**config.mk**
```make
export PLATFORM = sky130hd
export DESIGN_NAME = pair_cmp_stage
export DESIGN_NICKNAME = d
export VERILOG_FILES = /design/src/rtl/pair_cmp_stage.sv
export SDC_FILE = /design/constraint.sdc
export NUM_CORES = 1
export LEC_CHECK = 0
export BUFFER_PORTS_ARGS = -buffer_cell sky130_fd_sc_hd__clkbuf_2
export CAP_MARGIN = 40
export CORE_ASPECT_RATIO = 0.8
export CORE_MARGIN = 3
export CORE_UTILIZATION = 45
export DETAILED_ROUTE_END_ITERATION = 12
export PLACE_DENSITY = 0.66
export RECOVER_POWER = 100
export SLEW_MARGIN = 20
export SYNTH_ARGS = -nofsm -noshare
export SYNTH_HDL_FRONTEND = slang
export SYNTH_SLANG_ARGS = --single-unit
```
**constraint.sdc**
```tcl
create_clock -name clk -period 2.95 [get_ports clk]
set_input_delay 0 -clock clk [delete_from_list [all_inputs] [get_ports clk]]
set_output_delay 0 -clock clk [all_outputs]
set_load 0.1 [all_outputs]
```
**src/rtl/pair_cmp_stage.sv**
```systemverilog
// pair_cmp_stage: a 2-entry FIFO feeding one output register that latches (a,b)
// only when a > b and counts those updates with saturation.  Revision: 1.0
`default_nettype none

module pair_cmp_stage #(
  parameter int WIDTH = 8,
  parameter int CNT_W = 8
) (
  input  logic             clk,
  input  logic             rst,
  input  logic             in_valid,
  output logic             in_ready,
  input  logic [WIDTH-1:0] in_a,
  input  logic [WIDTH-1:0] in_b,
  output logic             out_valid,
  input  logic             out_ready,
  output logic [WIDTH-1:0] out_c,
  output logic [WIDTH-1:0] out_d,
  output logic             out_upd,
  output logic [CNT_W-1:0] upd_cnt,
  output logic             busy
);

  localparam logic [CNT_W-1:0] CNT_MAX = '1;
  localparam logic [1:0]       DEPTH   = 2'd2;

  logic [WIDTH-1:0] mem_a [2];
  logic [WIDTH-1:0] mem_b [2];
  logic             rd_ptr;
  logic             wr_ptr;
  logic [1:0]       count;

  logic push;
  logic pop;
  logic slot_free;
  logic head_gt;

  // in_ready depends only on occupancy, never on a same-cycle pop.
  assign in_ready  = (count != DEPTH);
  assign slot_free = !out_valid || out_ready;
  assign push      = in_valid && in_ready;
  assign pop       = (count != 2'd0) && slot_free;
  assign head_gt   = mem_a[rd_ptr] > mem_b[rd_ptr];
  assign busy      = (count != 2'd0) || out_valid;

  always_ff @(posedge clk) begin
    if (rst) begin
      count     <= 2'd0;
      rd_ptr    <= 1'b0;
      wr_ptr    <= 1'b0;
      out_valid <= 1'b0;
      out_c     <= '0;
      out_d     <= '0;
      out_upd   <= 1'b0;
      upd_cnt   <= '0;
    end else begin
      if (push) begin
        mem_a[wr_ptr] <= in_a;
        mem_b[wr_ptr] <= in_b;
        wr_ptr        <= ~wr_ptr;
      end

      if (pop) begin
        rd_ptr    <= ~rd_ptr;
        out_valid <= 1'b1;
        // Non-updating pairs still produce a result, but c/d keep the last winner.
        if (head_gt) begin
          out_c   <= mem_a[rd_ptr];
          out_d   <= mem_b[rd_ptr];
          out_upd <= 1'b1;
          if (upd_cnt != CNT_MAX) begin
            upd_cnt <= upd_cnt + 1'b1;
          end
        end else begin
          out_upd <= 1'b0;
        end
      end else if (slot_free) begin
        out_valid <= 1'b0;
      end

      case ({push, pop})
        2'b10:   count <= count + 2'd1;
        2'b01:   count <= count - 2'd1;
        default: count <= count;
      endcase
    end
  end

endmodule

`default_nettype wire

```
==> results of run 1 <==
==> what timing repair did <==
action / 4_1_cts / 5_1_grt
hold endpoints to repair: 33 / 0
hold buffers: 17 / 0
gates resized for setup: 0 / 0
==> tightest hold or removal path, stage by stage <==
cell      delay (ns)
clkbuf_2        0.08
nand2_1         0.14
xor2_1          0.09
nor2_1          0.07
==> worst paths after layout <==
check	start	to	slack, ns	cells after the start
worst max-delay path	register	upd_cnt[3]	0.20	8
worst min-delay path	in_valid	wr_ptr	0.09	4
worst max register to register	register	upd_cnt[3]	0.20	8
worst min register to register	out_valid	out_valid	0.51	2
==> per-layer routing <==
layer	share of wire, %	vias to the layer above	global-route usage (%)
met5	0	-	0
met4	1.4	0	7.53
met3	6.3	6	6.98
met2	43	54	25.3
met1	49	906	23.2
li1	-	981	-
==> cell usage in the layout, fill, tap and decap left out, drive strengths merged, types with 3 or more instances in the layout <==
| cell type | count |
|---|---|
| nand2b | 3 |
| or3 | 4 |
| a21oi | 23 |
| nor3 | 21 |
| or4 | 3 |
| clkbuf | 61 |
| ha | 10 |
| o21ai | 6 |
| nor2 | 11 |
| mux2i | 8 |
| buf | 10 |
| o31ai | 3 |
| clkinv | 3 |
| nand4 | 3 |
| dfxtp | 31 |
| nand3 | 4 |
| nand2 | 4 |
| a211oi | 10 |
| mux2 | 10 |
| edfxtp | 32 |
| xor2 | 3 |
| dlygate4sd3 | 17 |
| inv | 7 |
==> per-stage QoR <==
step / util, % / area, µm²
after floorplan: - / 2640
after global placement: 54.4 / 3020
after detailed placement: 54.4 / 3020
after CTS: 60.5 / 3360
after global routing: 59.2 / 3290
final: 59.2 / 3290
==> final cells by class <==
cell class | count | area [µm²]
timing repair buffer | 76 | 439
clock buffer | 12 | 145
multi-input combinational | 139 | 976
tap | 78 | 97.6
sequential | 63 | 1580
clock inverter | 4 | 22.5
inverter | 7 | 26.3
fill | 503 | 2270
==> cell families (layout without fill, tap and decap cells) <==
family | Yosys count | in the layout
xor+xnor | 4 | 4
simple gates | 60 | 60
fa+ha+maj | 10 | 10
compound gates | 47 | 47
mux | 18 | 18
buf+inv | 19 | 99
flops | 63 | 63
==> flip-flops by register name (all words and copies together), names as in the netlist, named ones only <==
name and count:
wr_ptr 1, out_d 8, out_c 8, count 2, mem_b 16, upd_cnt 8, rd_ptr 1, out_upd 1
out_valid 1, mem_a 16
==> where the power goes <==
part | switching, µW | total [µW] | internal [µW] | leakage [µW]
combinational | 1430 | 1920 | 490 | 0.000530
clock | 309 | 633 | 323 | 0.0000861
sequential | 92.5 | 1180 | 1090 | 0.000546
==> qor.txt, run 1 <==
Rel. slew slack: 22.0%
Synth Area in Compound Gates: 11.4%
Worst-path clk slew: 0.07 ns
DR WL/cell: 14.1 µm
P&R area growth vs syn: 25.0%
Port Buffers: 47
Top delay family on crit path: simple AND/OR/NAND/NOR gates
Initial antenna violation count: 0
Core area: 5560 µm²
Fmax: 364 MHz
Worst path required time: 3.20 ns
Distinct cell type count after synthesis: 38
CTS sink cnt: 63
I/O pin total: 48
Adder-cell share of the synthesized area: 4.76%
Setup-failing EPs final: 0
DR vias: 1947
GRT Total Usage: 17.4%
Skew-Pair Late Insertion Delay: 0.34 ns
Setup Skew: 0.0108 ns
Overall Power: 3730 µW
Critical-path maximum fanout: 11
FF+latch count, synth: 63
Chip width: 91.5 µm
Die Y-Extent: 74.4 µm
First-pass GRT wire length: 8850 µm
Hold Fails Final Rpt: 0
XOR/XNOR Fraction of Synth Area: 1.33%
Synthesized area: 2630 µm²
Run status: complete, no violations
Post-synth EDFFs: 32
CP max-delay cell: or4_1
Buffer and inverter count on the worst path: 1
Synth warn: 0
Post-synth ARST share: 0%
Area share of the largest cell type after synthesis: 36.5%
Layout cells sized above 1: 15.0%
Max IR drop VDD: 0.000562 V
Iter 0 DRT Violations: 70
Hold_ws: 0.0862 ns
Post-CTS Setup Bufs: 0
Layout net count: 326
Pre-CTS setup slack: 0.224 ns
Pins Over Slew Limit: 0
Mux share of post-synthesis cell area: 7.33%
Path category of the worst min-delay check: in2reg
Placed cells: 346
Startpoint Class: register
Syn Area/Cell: 11.9 µm²
CTS Buffer Depth: 2
Largest net degree at the start of global routing: 36
Final min period: 2.75 ns
Post-Route WL: 5340 µm
CTS tree: done
Post-Synthesis Cells: 221
PD cells: 1140 nW/µm²
Grt total ovfl: 0
RSZ-0062 raised after global routing: false
CP Cell Sequence: buf_4 -> mux2_2 -> ha_1 -> nand4_1 -> o211ai_2 -> or3b_1 -> or4_1 -> a21oi_1
Final std cells w/o fill: 379
Synth top area cells: edfxtp_1 (37%), dfxtp_1 (24%), ha_1 (4.8%)
Setup_tns: 0 ns
Crit path DAT: 2.99 ns
Register area share after synthesis: 60.1%
H-tree depth: 3
Worst setup path category: reg2reg
Cell taking the most area after synthesis: edfxtp_1
Post-synthesis simple-gate area fraction: 12.3%
Ant diodes: 0
Primary FF master, synth: edfxtp_1
Num CTS Buffers: 9
Crit share post-route: 93.1%
Root buf cell: clkbuf_8
Post-synth top cells: edfxtp_1 (32), dfxtp_1 (31), a21oi_1 (23)
Lkg Pwr: 0.00116 µW
Critical Path End Type: register
Site Rows: 24
Remaining antenna violation count: 0
Final WS setup: 0.204 ns
Die area: 6800 µm²
Via-to-Cell Ratio: 5.14
Max_cap viols: 0
Final GP Congestion: 0.905
Dpl hpwl: 3740 µm
Worst path max stage delay: 0.55 ns
DRT Pass-1 Iters: 4
Syn Nets: 251
Number of global-route vias before repair: 1850
Initial core utilization: 47.3%
Worst-Margin Slew: 1.18 ns
Most frequent cell after synthesis: edfxtp_1
Largest family of logic cells by synthesized area: simple AND/OR/NAND/NOR gates
DRC Markers: 0
(Power assumes the default switching activity.)
==> run 2, diff against run 1 <==
--- a/config.mk
+++ b/config.mk
@@ -9,10 +9,11 @@
 export CAP_MARGIN = 40
 export CORE_ASPECT_RATIO = 0.8
 export CORE_MARGIN = 3
-export CORE_UTILIZATION = 45
+export CORE_UTILIZATION = 49
 export DETAILED_ROUTE_END_ITERATION = 12
-export PLACE_DENSITY = 0.66
+export PLACE_DENSITY = 0.71
 export RECOVER_POWER = 100
+export SETUP_SLACK_MARGIN = 0.3
 export SLEW_MARGIN = 20
 export SYNTH_ARGS = -nofsm -noshare
 export SYNTH_HDL_FRONTEND = slang
==> qor.txt, run 2 (synthesis gave the netlist of run 1 again) <==
DR WL/cell: 16.5 µm
Hold Fails Final Rpt: 0
Setup Skew: 0.00954 ns
R2R setup slack: 0.29 ns
Core area: 5090 µm²
R2r endpoint: upd_cnt[5]
DRC Markers: 0
Crit share post-route: 90.2%
Site Rows: 23
Largest net degree at the start of global routing: 36
CTS tree: done
Remaining antenna violation count: 0
Worst-path clk slew: 0.07 ns
Port Buffers: 47
Final GP Congestion: 0.886
Startpoint Class: register
FF-to-FF path depth: 9
Largest regs: mem_a (16), mem_b (16)
Final min period: 2.66 ns
Setup-failing EPs final: 0
Num CTS Buffers: 9
Die area: 6290 µm²
Number of global-route vias before repair: 1969
Fmax: 376 MHz
Hold EP: wr_ptr
Layout net count: 336
Worst path required time: 3.21 ns
Pre-CTS setup slack: 0.148 ns
Worst-Margin Slew: 1.19 ns
Critical-path maximum fanout: 5
Via-to-Cell Ratio: 5.55
Grt total ovfl: 0
First-pass GRT wire length: 9450 µm
Dpl hpwl: 3800 µm
Die Y-Extent: 71.5 µm
RSZ-0062 raised after global routing: true
PD cells: 1210 nW/µm²
H-tree depth: 3
Initial core utilization: 51.6%
Path category of the worst min-delay check: in2reg
Skew-Pair Late Insertion Delay: 0.34 ns
DRT Pass-1 Iters: 4
Crit path DAT: 2.92 ns
Iter 0 DRT Violations: 146
Max_cap viols: 0
GRT Total Usage: 20.4%
Layout cells sized above 1: 24.4%
DR vias: 2072
CTS Buffer Depth: 2
I/O pin total: 48
Pins Over Slew Limit: 0
Ant diodes: 0
Critical Path End Type: register
Hold_sp: in_valid
Initial antenna violation count: 0
Lkg Pwr: 0.00127 µW
Worst setup path category: reg2reg
Chip width: 87.9 µm
Rel. slew slack: 21.1%
P&R area growth vs syn: 35.3%
Fillers: 391
Commonest non-fill, non-tap cell in the layout: clkbuf_1
Root buf cell: clkbuf_8
Hold Path Depth: 4
CTS sink cnt: 63
Post-Route WL: 6160 µm
Most frequent cells in the layout: clkbuf_1 (43), edfxtp_1 (32), dfxtp_1 (30)
Run status: complete, no violations
Final WS setup: 0.290 ns
Max IR drop VDD: 0.000668 V
Setup_tns: 0 ns
==> run 2: changes by cell type in the layout (fill, tap and decap cells not counted), moves of 4 or more <==
cell,before,now
mux2i_1,8,3
buf_6,0,4
mux2_2,8,4
mux2i_2,0,4
mux2_4,0,4
buf_4,10,15
ha_4,0,4
ha_1,10,6
==> run 2: worst max-delay path: stages, from the launching register on <==
cell and delay [ns]:
dfxtp_2 0.35, buf_6 0.14, mux2i_1 0.41, ha_4 0.28, nand4_1 0.13, buf_4 0.16
nor3_4 0.05, or3b_4 0.42, or4_1 0.51, a21oi_1 0.12
==> run 2: layout make-up <==
type	count	area (µm²)	area share (%)
inverter	7	26.3	0.738
tap	62	77.6	2.18
timing repair buffer	85	519	14.6
multi-input combinational	140	1130	31.8
sequential	63	1580	44.5
clock buffer	9	124	3.48
clock inverter	7	96.3	2.71
==> run 2: metal layers <==
| metal | vias up | track usage [%] | share of wire, % |
|---|---|---|---|
| met2 | 75 | 31.1 | 48 |
| li1 | 1004 | - | - |
| met1 | 983 | 25.8 | 44 |
| met4 | 0 | 6.47 | 1.3 |
| met3 | 10 | 9.43 | 7.1 |
| met5 | - | 0 | 0 |
==> run 2: where the power goes <==
part / switching, µW / internal (µW) / total [µW]
combinational: 1590 / 709 / 2300
sequential: 97.6 / 1090 / 1190
clock: 341 / 478 / 819
==> run 2: worst max-delay path by stage <==
stage	end	slack (ns)
global route	upd_cnt[7]	0.19
floorplan	upd_cnt[3]	0.30
global placement	upd_cnt[7]	0.24
CTS	upd_cnt[5]	0.32
detailed placement	upd_cnt[7]	0.15
finish	upd_cnt[5]	0.29
==> run 2: per-stage QoR <==
step                      area, µm²  total power (µW)  hold slack (ns)  std cells  util, %
after detailed placement       2990              3140            0.192        328     58.7
after floorplan                2660              2760           0.0989        221        -
after global routing           3560              4530            0.110        373     69.9
final                          3560              4300           0.0793        373     69.9
after CTS                      3490              4150            0.109        367     68.5
after global placement         2990              3110            0.188        328     58.7
==> run 2: timing repair <==
action | CTS | global route
endpoints found under the hold margin | 33 | 0
endpoints found under the setup margin | 24 | 20
hold buffers | 17 | 0
setup buffers | 5 | 6
pin swaps | 2 | 11
gates cloned | 1 | 0
resized for setup | 13 | 27
==> run 3, diff against run 2 <==
--- a/config.mk
+++ b/config.mk
@@ -9,9 +9,9 @@
 export CAP_MARGIN = 40
 export CORE_ASPECT_RATIO = 0.8
 export CORE_MARGIN = 3
-export CORE_UTILIZATION = 49
+export CORE_UTILIZATION = 35
 export DETAILED_ROUTE_END_ITERATION = 12
-export PLACE_DENSITY = 0.71
+export PLACE_DENSITY = 0.53
 export RECOVER_POWER = 100
 export SETUP_SLACK_MARGIN = 0.3
 export SLEW_MARGIN = 20
==> qor.txt, run 3 (synthesis gave the netlist of run 1 again) <==
Run status: complete, no violations
Worst-path clk slew: 0.07 ns
Via-to-Cell Ratio: 5.08
Pins Over Slew Limit: 0
CTS sink cnt: 63
GR Util met2: 19.5%
Ant diodes: 0
Max_cap viols: 0
DR WL/cell: 15.5 µm
Final GP Congestion: 0.752
Die area: 8600 µm²
PD cells: 1180 nW/µm²
Worst path required time: 3.22 ns
Post-Route WL: 6090 µm
Grt total ovfl: 0
Site Rows: 27
I/O pin total: 48
Root buf cell: clkbuf_8
DRC Markers: 0
Skew-Pair Late Insertion Delay: 0.34 ns
Rel. slew slack: 21.4%
Critical-path maximum fanout: 8
Port Buffers: 47
First-pass GRT wire length: 9600 µm
Fillers: 629
P&R area growth vs syn: 37.4%
Path category of the worst min-delay check: in2reg
H-tree depth: 3
DR vias: 2002
R2R setup slack: 0.29 ns
Top Usage Layer GRT: met1
Remaining antenna violation count: 0
RSZ-0062 raised after global routing: true
Hold Fails Final Rpt: 0
Startpoint Class: register
Max IR drop VDD: 0.000526 V
Commonest non-fill, non-tap cell in the layout: clkbuf_1
Crit path DAT: 2.92 ns
Layout cells sized above 1: 22.8%
Layout net count: 332
DRT Pass-1 Iters: 4
Worst setup path category: reg2reg
Initial core utilization: 37.1%
Fmax: 376 MHz
GRT Total Usage: 14.7%
Core area: 7090 µm²
Most frequent cells in the layout: clkbuf_1 (46), edfxtp_1 (32), dfxtp_1 (30)
Die Y-Extent: 83.5 µm
CTS tree: done
Crit share post-route: 90.0%
Final min period: 2.66 ns
Chip width: 103 µm
Initial antenna violation count: 0
Number of global-route vias before repair: 1898
Largest net degree at the start of global routing: 36
Setup_tns: 0 ns
Iter 0 DRT Violations: 83
Hold_ws: 0.0966 ns
Num CTS Buffers: 9
CTS Buffer Depth: 2
Met1 Track Usage GR: 21.8%
Critical Path End Type: register
Lkg Pwr: 0.00127 µW
Largest regs: mem_a (16), mem_b (16)
Setup-failing EPs final: 0
Worst-Margin Slew: 1.18 ns
Grt met3 use: 4.68%
Setup Skew: 0.0100 ns
Dpl hpwl: 4010 µm
==> run 3: changes by cell type in the layout (fill, tap and decap cells not counted), sizes merged <==
cell	before	now
buf	19	15
bufinv	2	1
clkbuf	58	64
clkinv	4	1
inv	8	7
or3b	2	1
==> run 3: worst paths after layout <==
| check | cells after the start | end | from |
|---|---|---|---|
| setup / recovery | 9 | upd_cnt[0] | register |
| hold / removal | 4 | wr_ptr | in_valid |
| setup reg to reg | 9 | upd_cnt[0] | register |
| hold reg to reg | 2 | register | rd_ptr |
==> run 3: cell type report <==
cell class | instances | area [µm²] | area share [%]
flip-flops and latches | 63 | 1590 | 43.9
multi-input cells | 139 | 1150 | 31.9
repair buffers | 82 | 523 | 14.5
clock buffers | 14 | 184 | 5.09
well taps | 87 | 109 | 3.01
clock inverters | 2 | 35.0 | 0.970
inverters | 7 | 26.3 | 0.727
==> run 3: critical path, stage by stage, from the launching register on <==
cell	delay [ns]
dfxtp_4	0.37
buf_12	0.14
mux2i_1	0.42
ha_4	0.21
nand4_1	0.16
o211ai_1	0.16
or3b_4	0.46
clkbuf_1	0.15
or3_4	0.38
a21oi_2	0.13
==> run 3: what timing repair did <==
item / 4_1_cts / 5_1_grt
hold buffers: 17 / 0
buffers inserted: 2 / 2
endpoints found under the setup margin: 24 / 15
gates resized for setup: 6 / 34
pin swaps: 1 / 7
endpoints found under the hold margin: 33 / 0
gates cloned: 1 / 1
==> run 3: layer usage <==
metal	vias up	part of all wire (%)	wire, µm
li1	992	-	-
met1	937	50	3040
met2	61	43	2590
met3	12	5.8	354
met4	0	1.8	112
met5	-	0	0
==> run 3: through the flow <==
step	cells	utilization [%]	instance area (µm²)	total power [µW]	setup slack [ns]
6_report	394	50.9	3610	4270	0.294
5_1_grt	394	50.9	3610	4500	0.147
4_1_cts	391	49.4	3500	4130	0.309
3_5_place_dp	355	42.9	3050	3190	0.183
3_3_place_gp	355	42.9	3050	3180	0.162
2_1_floorplan	221	-	2660	2760	0.304
==> run 3: report_power, final <==
part	leakage (µW)	switching [µW]	internal, µW
clock network	0.000112	316	487
logic	0.000613	1560	711
registers	0.000547	105	1090
